## config.mk

```make
export PLATFORM = sky130hd
export DESIGN_NAME = sim_run_ctrl
export DESIGN_NICKNAME = d
export VERILOG_FILES = /design/src/rtl/sim_run_ctrl.sv
export SDC_FILE = /design/constraint.sdc
export NUM_CORES = 1
export LEC_CHECK = 0
export BUFFER_PORTS_ARGS = -buffer_cell sky130_fd_sc_hd__buf_4
export CORE_ASPECT_RATIO = 1.1
export CORE_MARGIN = 2
export CORE_UTILIZATION = 44
export DETAILED_ROUTE_END_ITERATION = 10
export PLACE_DENSITY = 0.72
export SYNTH_ARGS = -nofsm -noshare
export SYNTH_HDL_FRONTEND = slang
export SYNTH_SLANG_ARGS = --single-unit
```

## constraint.sdc

```tcl
create_clock -name clk -period 5.3 [get_ports clk]
set_clock_uncertainty 0.05 [all_clocks]
set_input_delay 0.53 -clock clk [delete_from_list [all_inputs] [get_ports clk]]
set_output_delay 0.53 -clock clk [all_outputs]
set_load 0.05 [all_outputs]
```

## src/rtl/sim_run_ctrl.sv

```systemverilog
// Run controller for CPU bring-up: sequences core reset, counts RUN cycles and GRF
// commits, folds commits into a rolling signature, and stops on halt PC or timeout.
module sim_run_ctrl #(
  parameter int unsigned RESET_CYCLES = 4,
  parameter int unsigned TIMEOUT      = 100000,
  parameter int unsigned CNT_W        = 32,
  parameter int unsigned PC_W         = 32
) (
  input  logic             clk,
  input  logic             reset,
  input  logic             start,
  input  logic [PC_W-1:0]  halt_pc,
  input  logic [PC_W-1:0]  pc,
  input  logic             pc_valid,
  input  logic             grf_we,
  input  logic [4:0]       grf_addr,
  input  logic [31:0]      grf_wdata,
  output logic             cpu_reset,
  output logic             running,
  output logic             done,
  output logic             timeout,
  output logic [CNT_W-1:0] cycle_cnt,
  output logic [CNT_W-1:0] commit_cnt,
  output logic [31:0]      signature
);

  localparam int unsigned RW = (RESET_CYCLES > 1) ? $clog2(RESET_CYCLES) : 1;
  localparam logic [RW-1:0]    RST_LAST = RW'(RESET_CYCLES - 1);
  localparam logic [CNT_W-1:0] TO_LAST  = CNT_W'(TIMEOUT - 1);

  typedef enum logic [1:0] {IDLE, RST, RUN, DONE} state_t;

  state_t           state, state_n;
  logic [RW-1:0]    rcnt, rcnt_n;
  logic [CNT_W-1:0] cyc_n, com_n;
  logic [31:0]      sig_n;
  logic             to_n;
  logic             commit, halt;

  assign commit = grf_we && (grf_addr != 5'd0);
  assign halt   = pc_valid && (pc == halt_pc);

  always_comb begin
    state_n = state;
    rcnt_n  = rcnt;
    cyc_n   = cycle_cnt;
    com_n   = commit_cnt;
    sig_n   = signature;
    to_n    = timeout;
    case (state)
      IDLE, DONE: begin
        if (start) begin
          state_n = RST;
          rcnt_n  = RST_LAST;
          cyc_n   = '0;
          com_n   = '0;
          sig_n   = '0;
          to_n    = 1'b0;
        end
      end
      RST: begin
        if (rcnt == '0) state_n = RUN;
        else            rcnt_n  = rcnt - 1'b1;
      end
      RUN: begin
        if (cycle_cnt != '1) cyc_n = cycle_cnt + 1'b1;
        if (commit) begin
          if (commit_cnt != '1) com_n = commit_cnt + 1'b1;
          sig_n = {signature[30:0], signature[31]} ^ grf_wdata ^ {27'b0, grf_addr};
        end
        // Halt takes priority over a coincident timeout.
        if (halt) begin
          state_n = DONE;
          to_n    = 1'b0;
        end else if (cycle_cnt == TO_LAST) begin
          state_n = DONE;
          to_n    = 1'b1;
        end
      end
      default: state_n = IDLE;
    endcase
  end

  // Status outputs are registered from the next state so they align with it.
  always_ff @(posedge clk) begin
    if (reset) begin
      state      <= IDLE;
      rcnt       <= '0;
      cycle_cnt  <= '0;
      commit_cnt <= '0;
      signature  <= '0;
      timeout    <= 1'b0;
      cpu_reset  <= 1'b1;
      running    <= 1'b0;
      done       <= 1'b0;
    end else begin
      state      <= state_n;
      rcnt       <= rcnt_n;
      cycle_cnt  <= cyc_n;
      commit_cnt <= com_n;
      signature  <= sig_n;
      timeout    <= to_n;
      cpu_reset  <= (state_n != RUN);
      running    <= (state_n == RUN);
      done       <= (state_n == DONE);
    end
  end

endmodule

```

# Word-level counts from Yosys, hierarchy flattened
# Cells that the tools add are included.
# word_totals
ff_bits	104
input_bits	106
output_inout_bits	100
elab_cells	63
# op_classes
n_addsub	3
n_eq_ne	16
mux	20
bitwise_logic	2
n_reduce_logical	13
# op_table
op	n
32-bit one-hot mux with 2 select lines	3
32-bit two-way mux	5
32-bit by 1-bit adder with 32-bit output, second input constant	2
32-bit != test, second input constant	2
32-bit by 17-bit == test with 1-bit output, second input constant	1
32-bit == test	1
32-bit bitwise XOR	1
32-bit by 5-bit bitwise XOR with 32-bit output	1
2-bit two-way mux	6
2-bit != test, second input constant	6
3-bit AND reduction	4
2-bit == test, second input constant	4
2-bit one-hot mux with 3 select lines	1
5-bit nonzero test	1
2-bit zero test	2
2-bit one-hot mux with 2 select lines	1
4-bit AND reduction	1
2-bit nonzero test	2
1-bit two-way mux	3
3-bit != test, second input constant	1
2-bit by 1-bit == test with 1-bit output, second input constant	1
1-bit logical AND	2
1-bit one-hot mux with 2 select lines	1
2-bit OR reduction	1
2-bit by 1-bit subtractor with 2-bit output, second input constant	1

# Logic depth before layout (Yosys ltp)
# logic_depth
ltp_word	5
mapped_depth	10
depth_no_buf	8

# Worst setup path before layout
# Ideal clock, no wire load.
# synth_path
kind	reg2reg
from	register commit_cnt[0]
to	register commit_cnt[10]
arrival_ns	2.243
required_ns	5.122
path_slack_ns	2.879
path_stages_with_launch	9
cell_sequence	dfxtp_1 > ha_1 > nand2_1 > or3_2 > nor3_2 > buf_2 > nor3_1 > xnor2_1 > nor2_1
# synth_via
elab_chain_len	4
word_cells_on_any_way	7
classes_between	add/sub (1); eq/ne (2); mux (3); reduce/logical (1)
# synth_lines
element	line	text
from (decl)	23	output logic [CNT_W-1:0] commit_cnt,
from (signal assigned)	100	commit_cnt <= com_n;
32-bit by 1-bit adder with 32-bit output	68	if (commit_cnt != '1) com_n = commit_cnt + 1'b1;
32-bit two-way mux	68	
32-bit two-way mux	67	if (commit) begin
32-bit one-hot mux with 2 select lines	50	case (state)
# Several ways; a longest one is shown, not always the timed one. The select of a mux whose other input is x is not followed.
# A chain may end at the register's enable or synchronous reset.

# Worst setup path in the final report
# layout_path
from	register state[1]
to	register commit_cnt[4]
# layout_via
elab_chain_len	4
word_cells_on_any_way	10
classes_between	eq/ne (5); mux (1); reduce/logical (4)
# layout_lines
element	line	text
from (decl)	33	state_t state, state_n;
from (signal assigned)	97	state <= state_n;
2-bit == test or 2-bit zero test (tied branches)	50	
2-bit OR reduction	50	
2-bit != test (no line) or 2-bit nonzero test (tied branches)	--	
4-bit AND reduction (no line)	--	
# Several ways; a longest one is shown, not always the timed one.

==> metrics.cfg <==
[synthesis]
netlist_top_cells_area=dfxtp_1 (37%), xnor2_1 (12%), xor2_1 (6.9%)
synthMuxAreaShare_pct=0.3792
yosys.cell_types.count=56
synth_top_family_by_area=simple AND/OR/NAND/NOR gates
synthDominantAreaCellType=dfxtp_1
yosysTopAreaCellShare_pct=37.12
synth_fa_ha_area_share_pct=1.115
synthXorXnorAreaFrac_pct=18.89
share_of_the_synthesized_area_in_compound_gates_ao_oa_aoi_oai_pct=9.123
register_area_share_after_synthesis_pct=37.12
synthArstFlopShare_pct=0
synth.net_count=776
synth_area_per_cell_um2=8.435
synthesis.instances=665
syn-cell-area_um2=5609
synth_simple_gate_area_share_pct=29.76
prevailing_post_synth_register_cell=dfxtp_1
synth-seq-cells=104
ys_warn_count=0
synth-edff-count=0

[min_path]
type_of_the_tightest_min_delay_check=reg -> reg
holdPathStages=2

[placed_design]
io_buffers=205
post-place-cells=997
sum_of_net_half_perimeters_after_detailed_placement_um=11620
place.gp.congestion=0.9099

[cts]
post_cts_hold_buffer_count=0
cts_tree=done
clk-insertion-delay-late_ps=350
cts_inserted_buffers=9
cts_sinks=104
clk_path_buf_depth=2
cts.htree.levels=3
clkSlewWorstSetupHoldPaths_ps=70
cts_setup_buffers=0
ctsResizeCount=0
cts_root_buf=clkbuf_16

[timing]
hold_violations=0
min_period_over_period_pct=57.74
setup-tns-final_ps=0
final_count_of_pins_violating_max_slew=0
rsz0062_at_grt=false
layout_min_cycle_time_ps=3060
relSlewSlack_pct=26.05
fmaxAchievable_mhz=326.8
worst_slew_pin_slew_ps=1109
setup_viol=0

[pwr]
power_leakage_nw=2.874
worst_ir_drop_vdd_uv=265.8
p_sw_w=0.0009232
switching_share_pct=38.43
combinationalPowerShare_pct=35.0
power.share.sequential_pct=36.8
pwr-share-clk_pct=28.3
powerDensity_nw_per_um2=320.3
total_internal_power_w=0.001479
report.power.total_w=0.002402

[setup_path]
critical_path_peak_fanout=35
timing_worst_setup_path_type=reg -> reg
worst_ep_required_time_ps=5440
r2r_cells=8
cp-start-kind=register
endpoint_kind=register
critPathArrivalTime_ps=3200

[cells_and_area]
fraction_of_final_layout_cells_with_drive_strength_greater_than_1_pct=28.62
antenna-diode-count=0
fin_util_pct=59.84
final_cell_count_no_fill=1013
finalNetCount=962
area_delta_synth_final_pct=33.73

[drt]
drtPass1Iterations=6
drtIter0Drc=438
wire_length_reported_by_the_detailed_router_um=15430
drcViolationCount=0
via_count=5462
avgRoutedWirePerCell_um=15.23
ant_nets=0
drt-vias-per-instance=5.392

[grt]
globalRouteTotalUtil_pct=21.92
global_route_wire_length_before_repair_um=24700
grt_antenna_before_repair=0
grt_pass1_vias=5107
global_route.overflow_total=0
largest_net_degree_at_the_start_of_global_routing=46

[run_status]
outcome=completed

[floorplanning]
die_w_um=111.7
die_area_um2=13670
initial_util_pct=44.74
core_area_um2=12540
vertical_die_dimension_um=122.4
placementRows=43
floorplan.io_pins=206

[run]
drv_cap=0

## critical path, cell delays in order (launching register included)
cell and delay, ps:
dfxtp_1 390, ha_1 430, buf_4 420, nand3_1 120
or4_1 500, nor3_2 610, nor4b_1 160, xnor2_1 170
nor2_1 60
## cells by family (layout without fill, tap and decap cells)
| kind of cell | after synthesis | in the layout |
|---|---|---|
| buffers and inverters | 43 | 234 |
| muxes | 2 | 2 |
| adders and majority gates | 5 | 5 |
| and+or+nand+nor | 310 | 310 |
| AOI/OAI and AO/OA | 80 | 80 |
| xor gates and xnor gates | 121 | 121 |
| DFF | 104 | 104 |
## layout by cell type, fill, tap and decap left out, types with 4 or more instances in the layout
cell type / count
o21ai_0: 11
buf_4: 206
dfxtp_1: 104
a21o_1: 4
inv_1: 12
a21oi_1: 46
nor3_1: 22
ha_1: 5
nor4b_2: 4
and3_1: 6
nor2_1: 66
nand3_1: 57
nor4_1: 21
and4_1: 7
or3_1: 9
nand2_1: 61
and2_1: 5
nand4_1: 24
xor2_1: 44
xnor2_1: 77
clkbuf_16: 9
## per-stage QoR
stage	hold slack (ps)	instance area, µm²	setup WS (ps)
finish	432.6	7501	2240
global route	451.9	7501	1985
CTS	434.0	7501	2273
detailed placement	425.6	7194	2273
global placement	417.6	7194	2412
floorplan	433.1	5609	2879
## worst paths after layout
path,end,slack (ps),startpoint
worst max-delay path,commit_cnt[4]$_SDFFE_PP0P_,2240,state[1]$_SDFF_PP0_
worst min-delay path,signature[10]$_SDFFE_PP0P_,430,signature[10]$_SDFFE_PP0P_
worst min register to register,signature[10]$_SDFFE_PP0P_,430,signature[10]$_SDFFE_PP0P_
worst max register to register,commit_cnt[4]$_SDFFE_PP0P_,2240,state[1]$_SDFF_PP0_
## synth_stat cells, types with 2 or more instances
cell / n
dfxtp_1: 104
xnor2_1: 77
nor2_1: 66
nand2_1: 61
nand3_1: 57
a21oi_1: 46
xor2_1: 44
nand4_1: 24
nor3_1: 22
nor4_1: 21
clkbuf_1: 17
inv_1: 12
o21ai_0: 11
or3_1: 9
buf_2: 8
and4_1: 7
and3_1: 6
and2_1: 5
ha_1: 5
a21o_1: 4
nor4b_2: 4
a221oi_1: 3
a31oi_1: 3
buf_6: 3
nand2b_1: 3
nor2b_1: 3
nor3b_1: 3
or4_1: 3
a2111oi_4: 2
buf_4: 2
nor3_2: 2
nor3_4: 2
nor4b_1: 2
o21a_1: 2
## power by group through the flow
stage | Combinational [W] | Clock (W) | Sequential, W
2_1_floorplan | 0.000533 | 0 | 0.00101
3_3_place_gp | 0.000820 | 0 | 0.000897
3_5_place_dp | 0.000839 | 0 | 0.000900
4_1_cts | 0.000843 | 0.000691 | 0.000883
5_1_grt | 0.000923 | 0.000731 | 0.000889
6_report | 0.000840 | 0.000679 | 0.000883
## sequential cells by signal, summed over array words and instances, names as in the netlist
signal	count
state	2
done	1
rcnt	2
commit_cnt	32
signature	32
running	1
cycle_cnt	32
timeout	1
cpu_reset	1
## per-layer routing
layer	part of all wire, %	track usage [%]	vias up	wire length, µm
met5	0	0	-	0
met4	1.7	7.948	0	255
met3	7.7	4.790	23	1183
met2	49	38.48	241	7559
met1	42	26.54	2499	6431
li1	-	-	2699	-
## area by class of cell
cell class | count | area, µm²
Clock buffer | 10 | 239.0
Clock inverter | 6 | 67.56
Fill cell | 1084 | 5035
Inverter | 12 | 45.04
Multi-Input combinational cell | 518 | 3324
Sequential cell | 104 | 2082
Tap cell | 157 | 196.4
Timing Repair Buffer | 206 | 1546
Power figures use the tool's default switching activity.
